==> config.mk <==
export PLATFORM = sky130hd
export DESIGN_NAME = sgdmac_desc_fetcher
export DESIGN_NICKNAME = d
export VERILOG_FILES = /design/src/rtl/sgdmac_pkg.sv /design/src/rtl/sgdmac_desc_fetcher.sv
export SDC_FILE = /design/constraint.sdc
export NUM_CORES = 1
export LEC_CHECK = 0
export ABC_CLOCK_PERIOD_IN_PS = 3900
export BUFFER_PORTS_ARGS = -buffer_cell sky130_fd_sc_hd__buf_2
export CORE_ASPECT_RATIO = 1.25
export CORE_UTILIZATION = 45
export CTS_CLUSTER_DIAMETER = 200
export CTS_CLUSTER_SIZE = 8
export DETAILED_ROUTE_END_ITERATION = 8
export PLACE_DENSITY = 0.7
export SLEW_MARGIN = 20
export SYNTH_ARGS = -nofsm -noshare
export SYNTH_HDL_FRONTEND = slang
export SYNTH_SLANG_ARGS = --single-unit
==> constraint.sdc <==
create_clock -name clk -period 3.9 [get_ports clk]
set_clock_uncertainty 0.2 [all_clocks]
set_input_delay 0 -clock clk [delete_from_list [all_inputs] [get_ports clk]]
set_output_delay 0 -clock clk [all_outputs]
set_load 0.005 [all_outputs]
==> src/rtl/sgdmac_pkg.sv <==
// ---------------------------------------------------------------------------
// sgdmac_pkg
// Shared types and constants for the SGDMAC descriptor fetcher.
//   state_e    : descriptor-walker FSM states
//   W_*        : word index of each field inside a four-word descriptor
//   DESC_WORDS : words per descriptor; WIDX_W is the width of a word index
// ---------------------------------------------------------------------------
package sgdmac_pkg;

    typedef enum logic [2:0] {
        IDLE,
        REQ,
        RESP,
        EVAL,
        OUT,
        NEXT
    } state_e;

    localparam int DESC_WORDS = 4;
    localparam int WIDX_W     = $clog2(DESC_WORDS);

    localparam logic [WIDX_W-1:0] W_SRC  = WIDX_W'(0);
    localparam logic [WIDX_W-1:0] W_DST  = WIDX_W'(1);
    localparam logic [WIDX_W-1:0] W_LEN  = WIDX_W'(2);
    localparam logic [WIDX_W-1:0] W_NEXT = WIDX_W'(3);

endpackage : sgdmac_pkg

==> src/rtl/sgdmac_desc_fetcher.sv <==
// ---------------------------------------------------------------------------
// sgdmac_desc_fetcher
// Scatter-gather descriptor walker. From a software pointer it reads the four
// descriptor words {src, dst, len, next}, hands non-empty descriptors to the
// data engine and follows next until a null pointer, an error or a stop.
//
// Ports
//   clk, rst_n           : clock, synchronous active-low reset
//   start_i/start_ptr_i  : begin a walk at a word-aligned pointer (idle only)
//   stop_i               : end the walk at the next descriptor boundary
//   busy_o/done_o/err_o  : walk status; done_o pulses, err_o is sticky
//   desc_cnt_o           : descriptors emitted since the last accepted start
//   req_*                : word read requests (valid/ready, address)
//   rsp_*                : read data, returned in request order
//   desc_*               : descriptor output to the data engine
// ---------------------------------------------------------------------------
module sgdmac_desc_fetcher
    import sgdmac_pkg::*;
#(
    parameter int DATA_SIZE = 32,
    parameter int LEN_W     = 16,
    parameter int CNT_W     = 16
) (
    input  logic                 clk,
    input  logic                 rst_n,
    input  logic                 start_i,
    input  logic [DATA_SIZE-1:0] start_ptr_i,
    input  logic                 stop_i,
    output logic                 busy_o,
    output logic                 done_o,
    output logic                 err_o,
    output logic [CNT_W-1:0]     desc_cnt_o,
    output logic                 req_valid_o,
    input  logic                 req_ready_i,
    output logic [DATA_SIZE-1:0] req_addr_o,
    input  logic                 rsp_valid_i,
    output logic                 rsp_ready_o,
    input  logic [DATA_SIZE-1:0] rsp_data_i,
    output logic                 desc_valid_o,
    input  logic                 desc_ready_i,
    output logic [DATA_SIZE-1:0] desc_src_o,
    output logic [DATA_SIZE-1:0] desc_dst_o,
    output logic [LEN_W-1:0]     desc_len_o
);

    localparam logic [WIDX_W-1:0] LAST_WIDX = WIDX_W'(DESC_WORDS - 1);

    state_e               r_state;
    state_e               w_next_state;
    logic [WIDX_W-1:0]    r_widx;
    logic [DATA_SIZE-1:0] r_ptr;
    logic [DATA_SIZE-1:0] r_src;
    logic [DATA_SIZE-1:0] r_dst;
    logic [LEN_W-1:0]     r_len;
    logic [DATA_SIZE-1:0] r_next;
    logic [CNT_W-1:0]     r_cnt;
    logic                 r_err;
    logic                 r_done;
    logic                 r_stop_pend;
    logic                 w_start_ok;
    logic                 w_next_null;
    logic                 w_next_misaligned;
    logic [DATA_SIZE-1:0] w_req_addr;

    assign w_start_ok        = start_i && (start_ptr_i[1:0] == 2'b00);
    assign w_next_null       = (r_next == '0);
    assign w_next_misaligned = (r_next[1:0] != 2'b00);
    // Word offset of the current request; the add wraps modulo 2^DATA_SIZE.
    assign w_req_addr        = r_ptr + DATA_SIZE'({r_widx, 2'b00});

    // NOTE: state register uses non-blocking assignment so every flop in this
    // module samples the pre-edge values of its peers.
    always_ff @(posedge clk) begin
        if (!rst_n) r_state <= IDLE;
        else        r_state <= w_next_state;
    end

    // NOTE: next state takes its default first, so no path leaves it unassigned
    // and no latch is inferred.
    always_comb begin
        w_next_state = r_state;
        case (r_state)
            IDLE: if (w_start_ok) w_next_state = REQ;
            REQ:  if (req_ready_i && r_widx == LAST_WIDX) w_next_state = RESP;
            RESP: if (rsp_valid_i && r_widx == LAST_WIDX) w_next_state = EVAL;
            EVAL: w_next_state = (r_len == '0) ? NEXT : OUT;
            OUT:  if (desc_ready_i) w_next_state = NEXT;
            NEXT: begin
                if (r_stop_pend || w_next_null || w_next_misaligned)
                    w_next_state = IDLE;
                else
                    w_next_state = REQ;
            end
            default: w_next_state = IDLE;
        endcase
    end

    // Datapath. The descriptor fields are plain registers (no memory array),
    // so all of them take the reset value.
    always_ff @(posedge clk) begin
        if (!rst_n) begin
            r_widx      <= '0;
            r_ptr       <= '0;
            r_src       <= '0;
            r_dst       <= '0;
            r_len       <= '0;
            r_next      <= '0;
            r_cnt       <= '0;
            r_err       <= 1'b0;
            r_done      <= 1'b0;
            r_stop_pend <= 1'b0;
        end else begin
            r_done <= 1'b0;
            // A stop is only remembered here; it takes effect in NEXT so a
            // request/response group is never split.
            if (r_state != IDLE && stop_i) r_stop_pend <= 1'b1;

            case (r_state)
                IDLE: begin
                    if (w_start_ok) begin
                        r_ptr       <= start_ptr_i;
                        r_widx      <= '0;
                        r_cnt       <= '0;
                        r_err       <= 1'b0;
                        r_stop_pend <= 1'b0;
                    end else if (start_i) begin
                        r_err  <= 1'b1;
                        r_done <= 1'b1;
                    end
                end
                REQ: if (req_ready_i) r_widx <= r_widx + 1'b1;
                RESP: begin
                    if (rsp_valid_i) begin
                        case (r_widx)
                            W_SRC:   r_src  <= rsp_data_i;
                            W_DST:   r_dst  <= rsp_data_i;
                            W_LEN:   r_len  <= rsp_data_i[LEN_W-1:0];
                            W_NEXT:  r_next <= rsp_data_i;
                            default: ;
                        endcase
                        r_widx <= r_widx + 1'b1;
                    end
                end
                OUT: if (desc_ready_i) r_cnt <= r_cnt + 1'b1;
                NEXT: begin
                    if (r_stop_pend || w_next_null) begin
                        r_done <= 1'b1;
                    end else if (w_next_misaligned) begin
                        r_err  <= 1'b1;
                        r_done <= 1'b1;
                    end else begin
                        r_ptr  <= r_next;
                        r_widx <= '0;
                    end
                end
                default: ;
            endcase
        end
    end

    assign busy_o       = (r_state != IDLE);
    assign done_o       = r_done;
    assign err_o        = r_err;
    assign desc_cnt_o   = r_cnt;
    assign req_valid_o  = (r_state == REQ);
    assign req_addr_o   = w_req_addr;
    assign rsp_ready_o  = (r_state == RESP);
    assign desc_valid_o = (r_state == OUT);
    assign desc_src_o   = r_src;
    assign desc_dst_o   = r_dst;
    assign desc_len_o   = r_len;

endmodule : sgdmac_desc_fetcher

# Word level (Yosys, flattened, before mapping)
# Cells that the tools add are included.
word_totals:
  reg_bits: 168
  in_bits: 71
  output_inout_bits: 134
  elab_cells: 90
op_classes:
  add_sub_neg: 3
  eq_ne: 18
  muxes: 33
  reduce_logical: 25
op_table:
  columns: ["operator", "count"]
  rows:
  - ["32-bit two-way mux", 3]
  - ["32-bit case mux with 2 select lines", 1]
  - ["32-bit by 4-bit adder with 32-bit output", 1]
  - ["32-bit zero test", 1]
  - ["16-bit two-way mux", 2]
  - ["16-bit case mux with 2 select lines", 1]
  - ["3-bit case mux with 6 select lines", 1]
  - ["16-bit by 1-bit adder with 16-bit output (second input constant)", 1]
  - ["16-bit zero test", 1]
  - ["3-bit AND reduction", 5]
  - ["1-bit two-way mux", 13]
  - ["3-bit two-way mux", 4]
  - ["4-bit AND reduction", 3]
  - ["2-bit two-way mux", 5]
  - ["2-bit != test (second input constant)", 5]
  - ["2-bit by 1-bit != test with 1-bit output (second input constant)", 4]
  - ["2-bit case mux with 4 select lines", 1]
  - ["3-bit by 2-bit == test with 1-bit output (second input constant)", 2]
  - ["3-bit == test (second input constant)", 2]
  - ["6-bit AND reduction", 1]
  - ["2-bit nonzero test", 3]
  - ["2-bit == test (second input constant)", 2]
  - ["1-bit logical AND", 4]
  - ["2-bit zero test", 2]
  - ["other kinds (9)", 11]

# Logic depth before layout (Yosys ltp)
# Gate-level depths: netlist (run 1).
logic_depth:
  ltp_word: 5
  mapped_depth: 7

# Least setup slack after synthesis (run 1)
# OpenSTA, ideal clock, no wires.
synth_timing:
  path_type: "register to output"
  start: "register r_widx[0]"
  end: "output req_addr_o[30]"
  arrival_ns: 1.868
  slack_ns: 1.832
  stages_incl_launch_ff: 8
  path_cell_list: "dfxtp_1 ha_1 inv_1 fa_1 nand3b_1 or3_1 nor2_1 xnor2_1"
synth_between:
  elab_chain_len: 1
synth_lines:
  columns: ["item", "line_no", "text"]
  rows:
  - ["from (decl)", "sgdmac_desc_fetcher.sv:50", "logic [WIDX_W-1:0] r_widx;"]
  - ["from (signal assigned)", "sgdmac_desc_fetcher.sv:131", "REQ: if (req_ready_i) r_widx <= r_widx + 1'b1;"]
  - ["from (signal assigned)", "sgdmac_desc_fetcher.sv:141", "r_widx <= r_widx + 1'b1;"]
  - ["32-bit by 4-bit adder with 32-bit output", "sgdmac_desc_fetcher.sv:69", "assign w_req_addr = r_ptr + DATA_SIZE'({r_widx, 2'b00});"]
  - ["to (decl)", "sgdmac_desc_fetcher.sv:35", "output logic [DATA_SIZE-1:0] req_addr_o,"]
# No other way between the ends.

# Worst setup path after layout (run 1)
layout_timing:
  start: "register r_widx[0]"
  end: "output req_addr_o[28]"
# The elaborated chain is that of the path after synthesis.

==> PnR_summary.wiki, run 1 <==
{| class="wikitable"
! Metric !! Value
|-
| Average wire length per cell after detail routing || 15.5 microns
|-
| Outcome || finished, final reports clean
|-
| Final worst path period need || 2.90 ns
|-
| Cells after synthesis || 895
|-
| Endpoint class of the critical path || output port
|-
| Last weighted congestion value of the routability-driven placer || 0.822
|-
| Number of levels the H-tree was split into || 4
|-
| Placeable core region || 0.0161 sq mm
|-
| Clock tree from TritonCTS || yes
|-
| Depth of the worst register-to-register path || 6
|-
| Clock slew at reported path FFs || 0.06 ns
|-
| Initial core utilization || 45.7%
|-
| Vias post-DR || 7007
|-
| Stages on the worst setup path || 8
|-
| CTS Root Buffer Type || sky130_fd_sc_hd__clkbuf_16
|-
| Kind of start point of the critical path || flop
|-
| Total instance count after detailed placement || 1260
|-
| Global Route Usage Sum || 25.5%
|-
| Number of cells traversed by the worst hold path || 6
|-
| Layout Area Growth over Synthesis || 32.5%
|-
| Ordered list of cells on the worst path || ha_1 > inv_1 > fa_1 > nand3b_1 > nor2_1 > nand4_1 > xnor2_1 > buf_2
|-
| Flops & latches, synth || 168
|-
| Fmax || 345 MHz
|-
| Final number of setup-violating endpoints || 0
|-
| Cell variety after synth || 51
|-
| Clock buffers created by TritonCTS || 17
|-
| Count of standard-cell rows || 52
|-
| Leakage || 0.00415 uW
|-
| Antenna viol nets, final || 0
|-
| Maximum vdd drop || 0.237 mV
|-
| Share of the yosys chip area belonging to registers || 45.6%
|-
| Delay of the slowest cell on the worst path || 0.44 ns
|-
| Power Density || 390 mW/mm^2
|-
| Number of nets in the final layout || 1211
|-
| Net switching share of the total power || 23.5%
|-
| Dominant register cell in the synthesized netlist || sky130_fd_sc_hd__dfxtp_1
|-
| Vertical die dimension || 145 microns
|-
| NetSw || 897 uW
|-
| Final count of pins violating max slew || 0
|-
| Deepest clock path buffer count || 2
|-
| Top fanout value on the critical path || 6
|-
| Portion of the clock cycle consumed by the worst path in the final layout || 74.4%
|-
| Yosys warns || 0
|-
| Data required time at the worst endpoint || 3.70 ns
|-
| Max-Cap Viols || 0
|-
| Post-CTS Setup Repair Bufs || 0
|-
| Wire length of the first global-routing pass || 33900 microns
|-
| Post-Route Utilization || 60.6%
|-
| Final WL || 21100 microns
|-
| Total inserted antenna cells || 0
|-
| TritonRoute pass-1 iters || 5
|-
| Cell internal power dissipation || 2920 uW
|-
| Data arrival time at the worst-slack endpoint || 2.70 ns
|-
| Relative slew slack || 30.8%
|-
| RSZ-0062 raised after global routing || false
|-
| Share of final-layout standard cells stronger than drive strength 1 || 25.2%
|-
| Congestion Overflow GR || 0
|-
| Final routed DRC violation total || 0
|-
| Post-detail-place hpwl || 14100 microns
|-
| Post-synthesis instance area || 0.00738 sq mm
|-
| Final-layout fill cell count || 1507
|-
| Total of buffers placed on input and output ports || 204
|-
| Flop pwr share || 46.8%
|-
| Area taken by flip-flops and latches || 0.00336 sq mm
|-
| Post-route setup TNS || 0 ns
|-
| Family with the most delay on the worst path || simple AND/OR/NAND/NOR gates
|-
| Number of enable flip-flop cells after synthesis || 0
|-
| Post-Syn Nets || 974
|-
| Part of the total power dissipated in the clock network || 44.5%
|-
| Largest net degree at the start of global routing || 101
|-
| Class of the most critical setup path || reg -> out
|-
| Slew at the pin with the worst max-slew slack || 1.04 ns
|-
| Starting DRT DRC Count || 398
|-
| Latest clock arrival within the worst-skew pair || 0.42 ns
|-
| Die ar. || 0.0169 sq mm
|-
| Average footprint of a synthesized cell || 8.25 sq um
|-
| Share of total power in combinational logic || 8.7%
|-
| CTS Sinks || 168
|-
| Die W || 117 microns
|-
| Vias per std cell || 5.15
|-
| Share of flip-flops with an asynchronous set or reset after synthesis || 0%
|-
| Number of antenna violations at the first check in global routing || 0
|-
| WP buf/inv || 2
|-
| Worst min-delay path class || in -> reg
|-
| Post-Route Hold Slack || 0.0623 ns
|-
| Number of cells in the finished layout apart from fillers || 1361
|-
| Count of final hold-check violations || 0
|-
| Worst-path cell with the longest stage delay || sky130_fd_sc_hd__dfxtp_1
|-
| Number of top-level pins || 205
|-
| Area taken by multi-input logic gates || 0.00370 sq mm
|-
| Number of global-route vias before repair || 6698
|}
## synth_stat cells, types with 2 or more instances
master / number / area [sq um]
sky130_fd_sc_hd__nand2_1: 249 / 935
sky130_fd_sc_hd__dfxtp_1: 168 / 3360
sky130_fd_sc_hd__a21oi_1: 127 / 636
sky130_fd_sc_hd__clkbuf_1: 48 / 180
sky130_fd_sc_hd__nor3_1: 37 / 185
sky130_fd_sc_hd__a211oi_2: 30 / 375
sky130_fd_sc_hd__mux2i_1: 30 / 300
sky130_fd_sc_hd__nor2_1: 29 / 109
sky130_fd_sc_hd__xnor2_1: 27 / 236
sky130_fd_sc_hd__inv_1: 15 / 56.3
sky130_fd_sc_hd__nand4_1: 13 / 81.3
sky130_fd_sc_hd__and3_1: 11 / 68.8
sky130_fd_sc_hd__nand3_1: 11 / 55.1
sky130_fd_sc_hd__nor4_1: 10 / 62.6
sky130_fd_sc_hd__o21ai_0: 10 / 50.1
sky130_fd_sc_hd__xor2_1: 10 / 87.6
sky130_fd_sc_hd__buf_2: 9 / 45.0
sky130_fd_sc_hd__or3_1: 8 / 50.1
sky130_fd_sc_hd__ha_1: 7 / 87.6
sky130_fd_sc_hd__nand3b_1: 5 / 37.5
sky130_fd_sc_hd__and4_1: 3 / 26.3
sky130_fd_sc_hd__or2_2: 3 / 18.8
sky130_fd_sc_hd__and2_1: 2 / 12.5
sky130_fd_sc_hd__buf_1: 2 / 7.51
sky130_fd_sc_hd__buf_4: 2 / 15.0
sky130_fd_sc_hd__nand2b_1: 2 / 12.5
sky130_fd_sc_hd__nor4_2: 2 / 25.0
sky130_fd_sc_hd__o311ai_0: 2 / 17.5
## what timing repair did
action,4_1_cts,5_1_grt
resized for setup,0,0
hold buffers,69,0
endpoints found under the hold margin,153,0
## placed cells by master, fill, tap and decap left out, drive strengths merged, types with 12 or more instances in the layout
cell type	Yosys	layout
nand2	249	249
dlygate4sd3	0	69
nand4	14	14
inv	15	18
buf	14	211
mux2i	30	30
nor3	39	39
clkbuf	48	22
nor4	12	12
nor2	29	29
a21oi	127	127
a211oi	30	30
dfxtp	168	168
xnor2	27	27
## logic make-up after synthesis
logic type	Yosys count	share of synthesized area, %
AOI/OAI and AO/OA	177	15.6
and+or+nand+nor	397	24.6
DFF	168	45.6
buffers and inverters	78	4.32
adders and majority gates	8	1.46
muxes	30	4.07
xor gates and xnor gates	37	4.39
## sequential cells by signal, summed over array words and instances (netlist names), 2 cells and up
| signal | flops |
|---|---|
| desc_dst_o | 32 |
| desc_src_o | 32 |
| r_next | 32 |
| r_ptr | 32 |
| desc_cnt_o | 16 |
| desc_len_o | 16 |
| r_state | 3 |
| r_widx | 2 |
## metrics by stage
stage / cell area (sq um) / total power (uW) / worst slack (ns)
2_1_floorplan: 7380 / 1970 / 1.83
3_3_place_gp: 8480 / 2090 / 1.43
3_5_place_dp: 8480 / 2090 / 1.36
4_1_cts: 9770 / 3840 / 0.959
5_1_grt: 9780 / 3940 / 0.803
6_report: 9780 / 3810 / 0.999
## power groups by stage
stage               combinational, uW  clock, uW  sequential (uW)
floorplan                         165          0             1810
global placement                  271          0             1820
detailed placement                272          0             1820
CTS                               330       1720             1780
global route                      362       1790             1790
finish                            332       1700             1780
## worst register-to-register path, delay by kind of cell (launching register included)
| kind | cells | cell delay (ns) |
|---|---|---|
| AOI/OAI and AO/OA | 2 | 0.53 |
| and+or+nand+nor | 3 | 1.07 |
| buffers and inverters | 1 | 0.34 |
| DFF | 1 | 0.35 |
## per-layer routing
metal  wire (microns)  vias up  GRT usage [%]
met3             1070       37           5.35
met2            10100      186           40.8
met5                0        -              0
li1                 -     3520              -
met4              542        0           9.37
met1             9390     3264           33.5
## final timing paths
check	slack (ns)	to	startpoint
max	1.0	req_addr_o[28]	r_widx[0]
min	0.06	r_widx[0]	start_ptr_i[0]
max reg2reg	1.33	r_ptr[26]	r_next[31]
min reg2reg	0.25	desc_dst_o[20]	desc_dst_o[20]
## final cells by class
type | instances | area share (%)
clock buffer | 22 | 4.95
inverter | 16 | 0.640
timing repair buffer | 280 | 18.2
tap | 216 | 2.76
multi-input combinational | 649 | 37.9
sequential | 168 | 34.4
clock inverter | 10 | 1.19
(Power assumes the default switching activity.)
==> run 2, diff against run 1 <==
- ABC_CLOCK_PERIOD_IN_PS: 3900 -> 2600
- PLACE_DENSITY: 0.7 -> 0.73
- clock period: 3.9 -> 2.6 ns (I/O delays scaled with it)
==> run 2 against run 1 <==
Effect of this change:
- sequential power up 51%
- via count up 2.9%
- setup slack got worse by 0.87 ns
- cell count rose by 1.2%
- sequential share of layout area shrank 0.41 points
- combinational power rose by 55%
- cell area is 1.3% higher
- utilization rose by 0.81 points
- critical path type unchanged
- highest routed layer unchanged
==> PnR_summary.wiki, run 2 (synthesis results as in run 1) <==
{| class="wikitable"
! Metric !! Value
|-
| Share of final-layout standard cells stronger than drive strength 1 || 26.7% (+1.5 points)
|-
| Final-layout fill cell count || 1439 (-4.5%)
|-
| Number of levels the H-tree was split into || 4 (unchanged)
|-
| Class of the most critical setup path || reg -> out
|-
| Data arrival time at the worst-slack endpoint || 2.27 ns (-0.43 ns)
|-
| Flop pwr share || 47.3% (+0.5 points)
|-
| Average wire length per cell after detail routing || 15.8 microns (+1.7%)
|-
| Worst min-delay path class || in -> reg
|-
| Final number of setup-violating endpoints || 0 (unchanged)
|-
| Portion of the clock cycle consumed by the worst path in the final layout || 95.2%
|-
| Count of final hold-check violations || 0 (unchanged)
|-
| Antenna viol nets, final || 0 (unchanged)
|-
| Leakage || 0.00421 uW (+1.6%)
|-
| Outcome || finished, final reports clean
|-
| Post-detail-place hpwl || 14500 microns (+2.5%)
|-
| Maximum vdd drop || 0.329 mV (+39%)
|-
| Vertical die dimension || 145 microns (unchanged)
|-
| Final count of pins violating max slew || 0 (unchanged)
|-
| Final routed DRC violation total || 0 (unchanged)
|-
| Number of global-route vias before repair || 6883 (+2.8%)
|-
| Number of nets in the final layout || 1227 (+1.3%)
|-
| Die ar. || 0.0169 sq mm (unchanged)
|-
| Placed Area || 0.00855 sq mm (+0.89%)
|-
| Capture point of the worst reg-to-reg path || r_ptr[23]
|-
| CTS Sinks || 168 (unchanged)
|-
| Top fanout value on the critical path || 3 (-3)
|-
| Largest net degree at the start of global routing || 69 (-32%)
|-
| Final WL || 21700 microns (+2.9%)
|-
| Initial core utilization || 45.7% (unchanged)
|-
| Vias post-DR || 7211 (+2.9%)
|-
| Clock tree from TritonCTS || yes
|-
| Leading cell types in the layout, fill and taps excluded || sky130_fd_sc_hd__nand2_1, sky130_fd_sc_hd__buf_2, sky130_fd_sc_hd__dfxtp_1
|-
| Endpoint class of the critical path || output port
|-
| Total inserted antenna cells || 0 (unchanged)
|-
| Die W || 117 microns (unchanged)
|-
| TritonRoute pass-1 iters || 5 (unchanged)
|-
| Number of antenna violations at the first check in global routing || 0 (unchanged)
|-
| Most frequent standard cell in the layout excluding fill and tap cells || sky130_fd_sc_hd__nand2_1
|-
| Depth of the worst register-to-register path || 6 (unchanged)
|-
| NetSw || 1350 uW (+51%)
|-
| Total of buffers placed on input and output ports || 204 (unchanged)
|-
| Worst reg2reg startpoint || r_next[26]
|-
| Data required time at the worst endpoint || 2.40 ns (-1.30 ns)
|-
| Kind of start point of the critical path || flop
|-
| Global Route Usage Sum || 26.1% (+0.59 points)
|-
| Post-Route Hold Slack || 0.0337 ns (-0.0286 ns)
|-
| Max-Cap Viols || 0 (unchanged)
|-
| Post-route setup TNS || 0 ns (unchanged)
|-
| Worst reg2reg setup slack || 0.44 ns (-0.89 ns)
|-
| Clock slew at reported path FFs || 0.06 ns (about the same)
|-
| Net switching share of the total power || 23.9% (+0.39 points)
|-
| Last weighted congestion value of the routability-driven placer || 0.843 (+2.6%)
|-
| Slew at the pin with the worst max-slew slack || 0.794 ns (-0.244 ns)
|-
| Layout Area Growth over Synthesis || 34.2%
|-
| RSZ-0062 raised after global routing || false
|-
| CTS Root Buffer Type || sky130_fd_sc_hd__clkbuf_16
|-
| Number of top-level pins || 205 (unchanged)
|-
| Clock buffers created by TritonCTS || 17 (unchanged)
|-
| Final non-filler cell area || 0.00991 sq mm (+1.3%)
|-
| Final worst path period need || 2.47 ns
|-
| Count of standard-cell rows || 52 (unchanged)
|-
| Power Density || 571 mW/mm^2 (+46%)
|-
| Capturing element of the worst setup path || req_addr_o[30]
|-
| Latest clock arrival within the worst-skew pair || 0.42 ns (about the same)
|-
| Wire length of the first global-routing pass || 34500 microns (+1.8%)
|-
| Fmax || 404 MHz
|-
| Share of total power in combinational logic || 9.1% (+0.4 points)
|-
| Part of the total power dissipated in the clock network || 43.6% (-0.9 points)
|-
| Starting DRT DRC Count || 501 (+26%)
|-
| Congestion Overflow GR || 0 (unchanged)
|-
| Launching instance or port of the critical path || r_widx[0]
|-
| Cell internal power dissipation || 4300 uW (+48%)
|-
| Relative slew slack || 47.1% (+16 points)
|-
| Placeable core region || 0.0161 sq mm (unchanged)
|-
| Vias per std cell || 5.24 (+1.7%)
|-
| Deepest clock path buffer count || 2 (unchanged)
|}
==> run 2: final cells by class <==
type	instances	area [sq um]	share of cell area, %
multi-input cells	649	3730	37.7
flip-flops and latches	168	3370	34.0
repair buffers	296	1900	19.2
clock buffers	21	450	4.55
well taps	216	270	2.73
clock inverters	11	123	1.24
inverters	16	62.6	0.631
==> run 2: power groups by stage <==
| stage | combinational [uW] | clock (uW) | sequential [uW] |
|---|---|---|---|
| 6_report | 514 | 2470 | 2680 |
| 5_1_grt | 557 | 2610 | 2680 |
| 4_1_cts | 509 | 2500 | 2670 |
| 3_5_place_dp | 422 | 0 | 2730 |
| 3_3_place_gp | 420 | 0 | 2730 |
| 2_1_floorplan | 248 | 0 | 2710 |
==> run 2: metrics by stage <==
| step | power, uW | utilization (%) | worst slack, ns | instances |
|---|---|---|---|---|
| 2_1_floorplan | 2960 | - | 0.532 | 895 |
| 3_3_place_gp | 3150 | 53.0 | 0.325 | 1270 |
| 3_5_place_dp | 3150 | 53.0 | 0.280 | 1270 |
| 4_1_cts | 5680 | 61.0 | 0.00945 | 1373 |
| 5_1_grt | 5850 | 61.4 | 0.0166 | 1377 |
| 6_report | 5660 | 61.4 | 0.126 | 1377 |
==> run 2: routing by layer <==
metal  wire length, microns  share of wire, %  global-route usage [%]  up-vias
li1                       -                 -                       -     3562
met1                   9350                43                    32.9     3360
met2                  10400                48                    41.4      235
met3                   1160               5.3                    5.68       54
met4                    761               3.5                    13.4        0
met5                      0                 0                       0        -
==> run 2: worst min-delay path by stage <==
stage | from | endpoint | slack (ns) | cells past startpoint
final | start_ptr_i[0] | r_widx[0] | 0.03 | 6
after global routing | start_ptr_i[0] | r_widx[0] | 0.07 | 6
after CTS | start_ptr_i[0] | r_widx[0] | 0.03 | 6
after detailed placement | stop_i | r_stop_pend | 0.04 | 3
after global placement | stop_i | r_stop_pend | 0.04 | 3
after floorplan | rsp_data_i[14] | r_next[14] | -0.06 | 2
==> run 2: worst max-delay path: stages (launching register included) <==
cell                       delay [ns]
sky130_fd_sc_hd__dfxtp_2         0.35
sky130_fd_sc_hd__ha_4            0.14
sky130_fd_sc_hd__inv_2           0.04
sky130_fd_sc_hd__fa_2            0.37
sky130_fd_sc_hd__nand3b_1        0.24
sky130_fd_sc_hd__or3_4           0.37
sky130_fd_sc_hd__nor2_2          0.10
sky130_fd_sc_hd__xnor2_1         0.11
sky130_fd_sc_hd__buf_2           0.13
==> run 2: repair_timing <==
item	in CTS	in global routing
hold buffers	70	0
endpoints found under the setup margin	6	10
endpoints found under the hold margin	153	0
setup buffers	1	4
pin swaps	2	4
gates resized for setup	3	10
==> run 3, diff against run 2 <==
- CELL_PAD_IN_SITES_DETAIL_PLACEMENT: default -> 2
- CELL_PAD_IN_SITES_GLOBAL_PLACEMENT: default -> 2
- CORE_UTILIZATION: 45 -> 27
- PLACE_DENSITY: 0.73 -> default
- PLACE_DENSITY_LB_ADDON: default -> 0.1
==> run 3 against run 2 <==
Effect of this change:
- sequential cell count is the same
- clock power grew 2%
- hold slack gained 0.012 ns
==> PnR_summary.wiki, run 3 (synthesis results as in run 1) <==
{| class="wikitable"
! Metric !! Value
|-
| Deepest clock path buffer count || 2 (unchanged)
|-
| Starting DRT DRC Count || 222 (-56%)
|-
| Capture point of the worst reg-to-reg path || desc_cnt_o[14]
|-
| Class of the most critical setup path || reg -> out
|-
| Share of final-layout standard cells stronger than drive strength 1 || 27.4% (+0.67 points)
|-
| Clock slew at reported path FFs || 0.07 ns (about the same)
|-
| Total inserted antenna cells || 0 (unchanged)
|-
| Initial core utilization || 27.5% (-18 points)
|-
| Delay of the slowest cell on the worst path || 0.39 ns (+0.02 ns)
|-
| Ordered list of cells on the worst path || ha_4 > inv_2 > fa_2 > nand3b_1 > or3_1 > nor2_2 > xnor2_1 > buf_2
|-
| TritonRoute pass-1 iters || 4 (-1)
|-
| Number of top-level pins || 205 (unchanged)
|-
| Worst min-delay path class || in -> reg
|-
| Final worst path period need || 2.60 ns (+0.122 ns)
|-
| Endpoint class of the critical path || output port
|-
| Post-detail-place hpwl || 19200 microns (+32%)
|-
| CTS Root Buffer Type || sky130_fd_sc_hd__clkbuf_16
|-
| Clock buffers created by TritonCTS || 17 (unchanged)
|-
| Clock tree from TritonCTS || yes
|-
| Most frequent standard cell in the layout excluding fill and tap cells || sky130_fd_sc_hd__nand2_1
|-
| Final routed DRC violation total || 0 (unchanged)
|-
| Layout Area Growth over Synthesis || 36.9%
|-
| Count of final hold-check violations || 0 (unchanged)
|-
| Vias per std cell || 4.85 (-7.3%)
|-
| Final count of pins violating max slew || 0 (unchanged)
|-
| Leakage || 0.00422 uW (+0.23%)
|-
| Placed Area || 0.00874 sq mm (+2.1%)
|-
| Leading cell types in the layout, fill and taps excluded || sky130_fd_sc_hd__nand2_1, sky130_fd_sc_hd__buf_2, sky130_fd_sc_hd__dfxtp_1
|-
| Final-layout fill cell count || 3059 (+110%)
|-
| Count of standard-cell rows || 67 (+29%)
|-
| Number of global-route vias before repair || 7710 (+12%)
|-
| Total power || 5730 uW (+1.3%)
|-
| Data arrival time at the worst-slack endpoint || 2.40 ns (+0.13 ns)
|-
| Largest net degree at the start of global routing || 51 (-26%)
|-
| CTS Sinks || 168 (unchanged)
|-
| Vertical die dimension || 187 microns (+29%)
|-
| Worst setup slack after layout || 0.00389 ns (-0.122 ns)
|-
| Data required time at the worst endpoint || 2.40 ns (about the same)
|-
| Number of cells traversed by the worst hold path || 6 (unchanged)
|-
| Relative slew slack || 54.8% (+7.8 points)
|-
| Total of buffers placed on input and output ports || 204 (unchanged)
|-
| Final non-filler cell area || 0.0101 sq mm (+1.9%)
|-
| Depth of the worst register-to-register path || 6 (unchanged)
|-
| Top fanout value on the critical path || 3 (unchanged)
|-
| Wire length of the first global-routing pass || 44000 microns (+28%)
|-
| Slew at the pin with the worst max-slew slack || 0.676 ns (-0.118 ns)
|-
| Last weighted congestion value of the routability-driven placer || 0.741 (-12%)
|-
| Number of levels the H-tree was split into || 4 (unchanged)
|-
| Vias post-DR || 7313 (+1.4%)
|-
| Max-Cap Viols || 0 (unchanged)
|-
| Congestion Overflow GR || 0 (unchanged)
|-
| Number of nets in the final layout || 1228 (+0.081%)
|-
| Latest clock arrival within the worst-skew pair || 0.44 ns (+0.02 ns)
|-
| Worst slack after detailed placement || 0.121 ns (-0.159 ns)
|-
| RSZ-0062 raised after global routing || true
|-
| Worst min-delay path endpoint || r_widx[0]
|-
| Die W || 150 microns (+29%)
|-
| Kind of start point of the critical path || flop
|-
| Maximum vdd drop || 0.427 mV (+30%)
|-
| Portion of the clock cycle consumed by the worst path in the final layout || 99.9% (+4.7 points)
|-
| Outcome || finished, final reports clean
|-
| Final WL || 27800 microns (+28%)
|-
| Placeable core region || 0.0268 sq mm (+66%)
|-
| Worst reg2reg setup slack || 0.38 ns (-0.06 ns)
|-
| Power Density || 567 mW/mm^2 (-0.62%)
|-
| Post-Route Hold Slack || 0.0459 ns (+0.0122 ns)
|-
| Number of antenna violations at the first check in global routing || 0 (unchanged)
|-
| Worst reg2reg startpoint || r_state[2]
|-
| Global Route Usage Sum || 20.4% (-5.7 points)
|-
| Die ar. || 0.0280 sq mm (+66%)
|-
| Worst-path cell with the longest stage delay || sky130_fd_sc_hd__or3_1
|-
| Antenna viol nets, final || 0 (unchanged)
|-
| Final number of setup-violating endpoints || 0 (unchanged)
|-
| Hold Path Origin || start_ptr_i[0]
|-
| Average wire length per cell after detail routing || 18.4 microns (+17%)
|-
| Fmax || 385 MHz (-4.7%)
|-
| Post-route setup TNS || 0 ns (unchanged)
|}
-- run 3: worst max path at each step --
stage | from | end | slack, ns | cells past startpoint
4_1_cts | r_ptr[2] | req_addr_o[30] | -0.08 | 8
3_3_place_gp | r_widx[1] | req_addr_o[26] | 0.19 | 7
3_5_place_dp | r_widx[1] | req_addr_o[24] | 0.12 | 7
2_1_floorplan | r_widx[0] | req_addr_o[30] | 0.53 | 7
5_1_grt | r_ptr[2] | req_addr_o[30] | -0.13 | 8
6_report | r_ptr[2] | req_addr_o[30] | 0.004 | 8
-- run 3: critical path: cells and delay by family, from the launching register on --
| kind | cells | cell delay, ns |
|---|---|---|
| adders and majority gates | 2 | 0.52 |
| xor gates and xnor gates | 1 | 0.13 |
| DFF | 1 | 0.35 |
| and+or+nand+nor | 3 | 0.79 |
| buffers and inverters | 2 | 0.18 |
-- run 3: through the flow --
step | util [%] | instances
final | 37.6 | 1507
after global routing | 37.6 | 1507
after CTS | 37.5 | 1504
after detailed placement | 32.6 | 1400
after floorplan | - | 895
after global placement | 32.6 | 1400
-- run 3: cell type report --
class                           instances  area, sq um  area share (%)
Timing Repair Buffer                  297         1920            19.0
Multi-Input combinational cell        649         3750            37.1
Clock buffer                           19          453            4.48
Sequential cell                       168         3370            33.3
Clock inverter                         13          121            1.20
Inverter                               16         62.6           0.619
Tap cell                              345          432            4.27
-- run 3: where the power goes --
group / total (uW) / switching (uW) / internal (uW)
logic: 550 / 295 / 255
registers: 2670 / 56.5 / 2620
clock network: 2510 / 1130 / 1370
-- run 3: layer usage --
metal  GRT usage, %  vias up  share of wire [%]
met5              0        -                  0
met4           6.25        0                1.7
met3           4.24       30                4.1
met2           34.1      154                 48
met1           26.1     3580                 46
li1               -     3549                  -
-- run 3: timing repair --
| item | in CTS | in global routing |
|---|---|---|
| gates cloned | 0 | 0 |
| hold buffers | 69 | 0 |
| pin swaps | 5 | 1 |
| resized for setup | 11 | 6 |
| endpoints found under the hold margin | 153 | 0 |
| endpoints found under the setup margin | 14 | 7 |
| setup buffers | 3 | 3 |
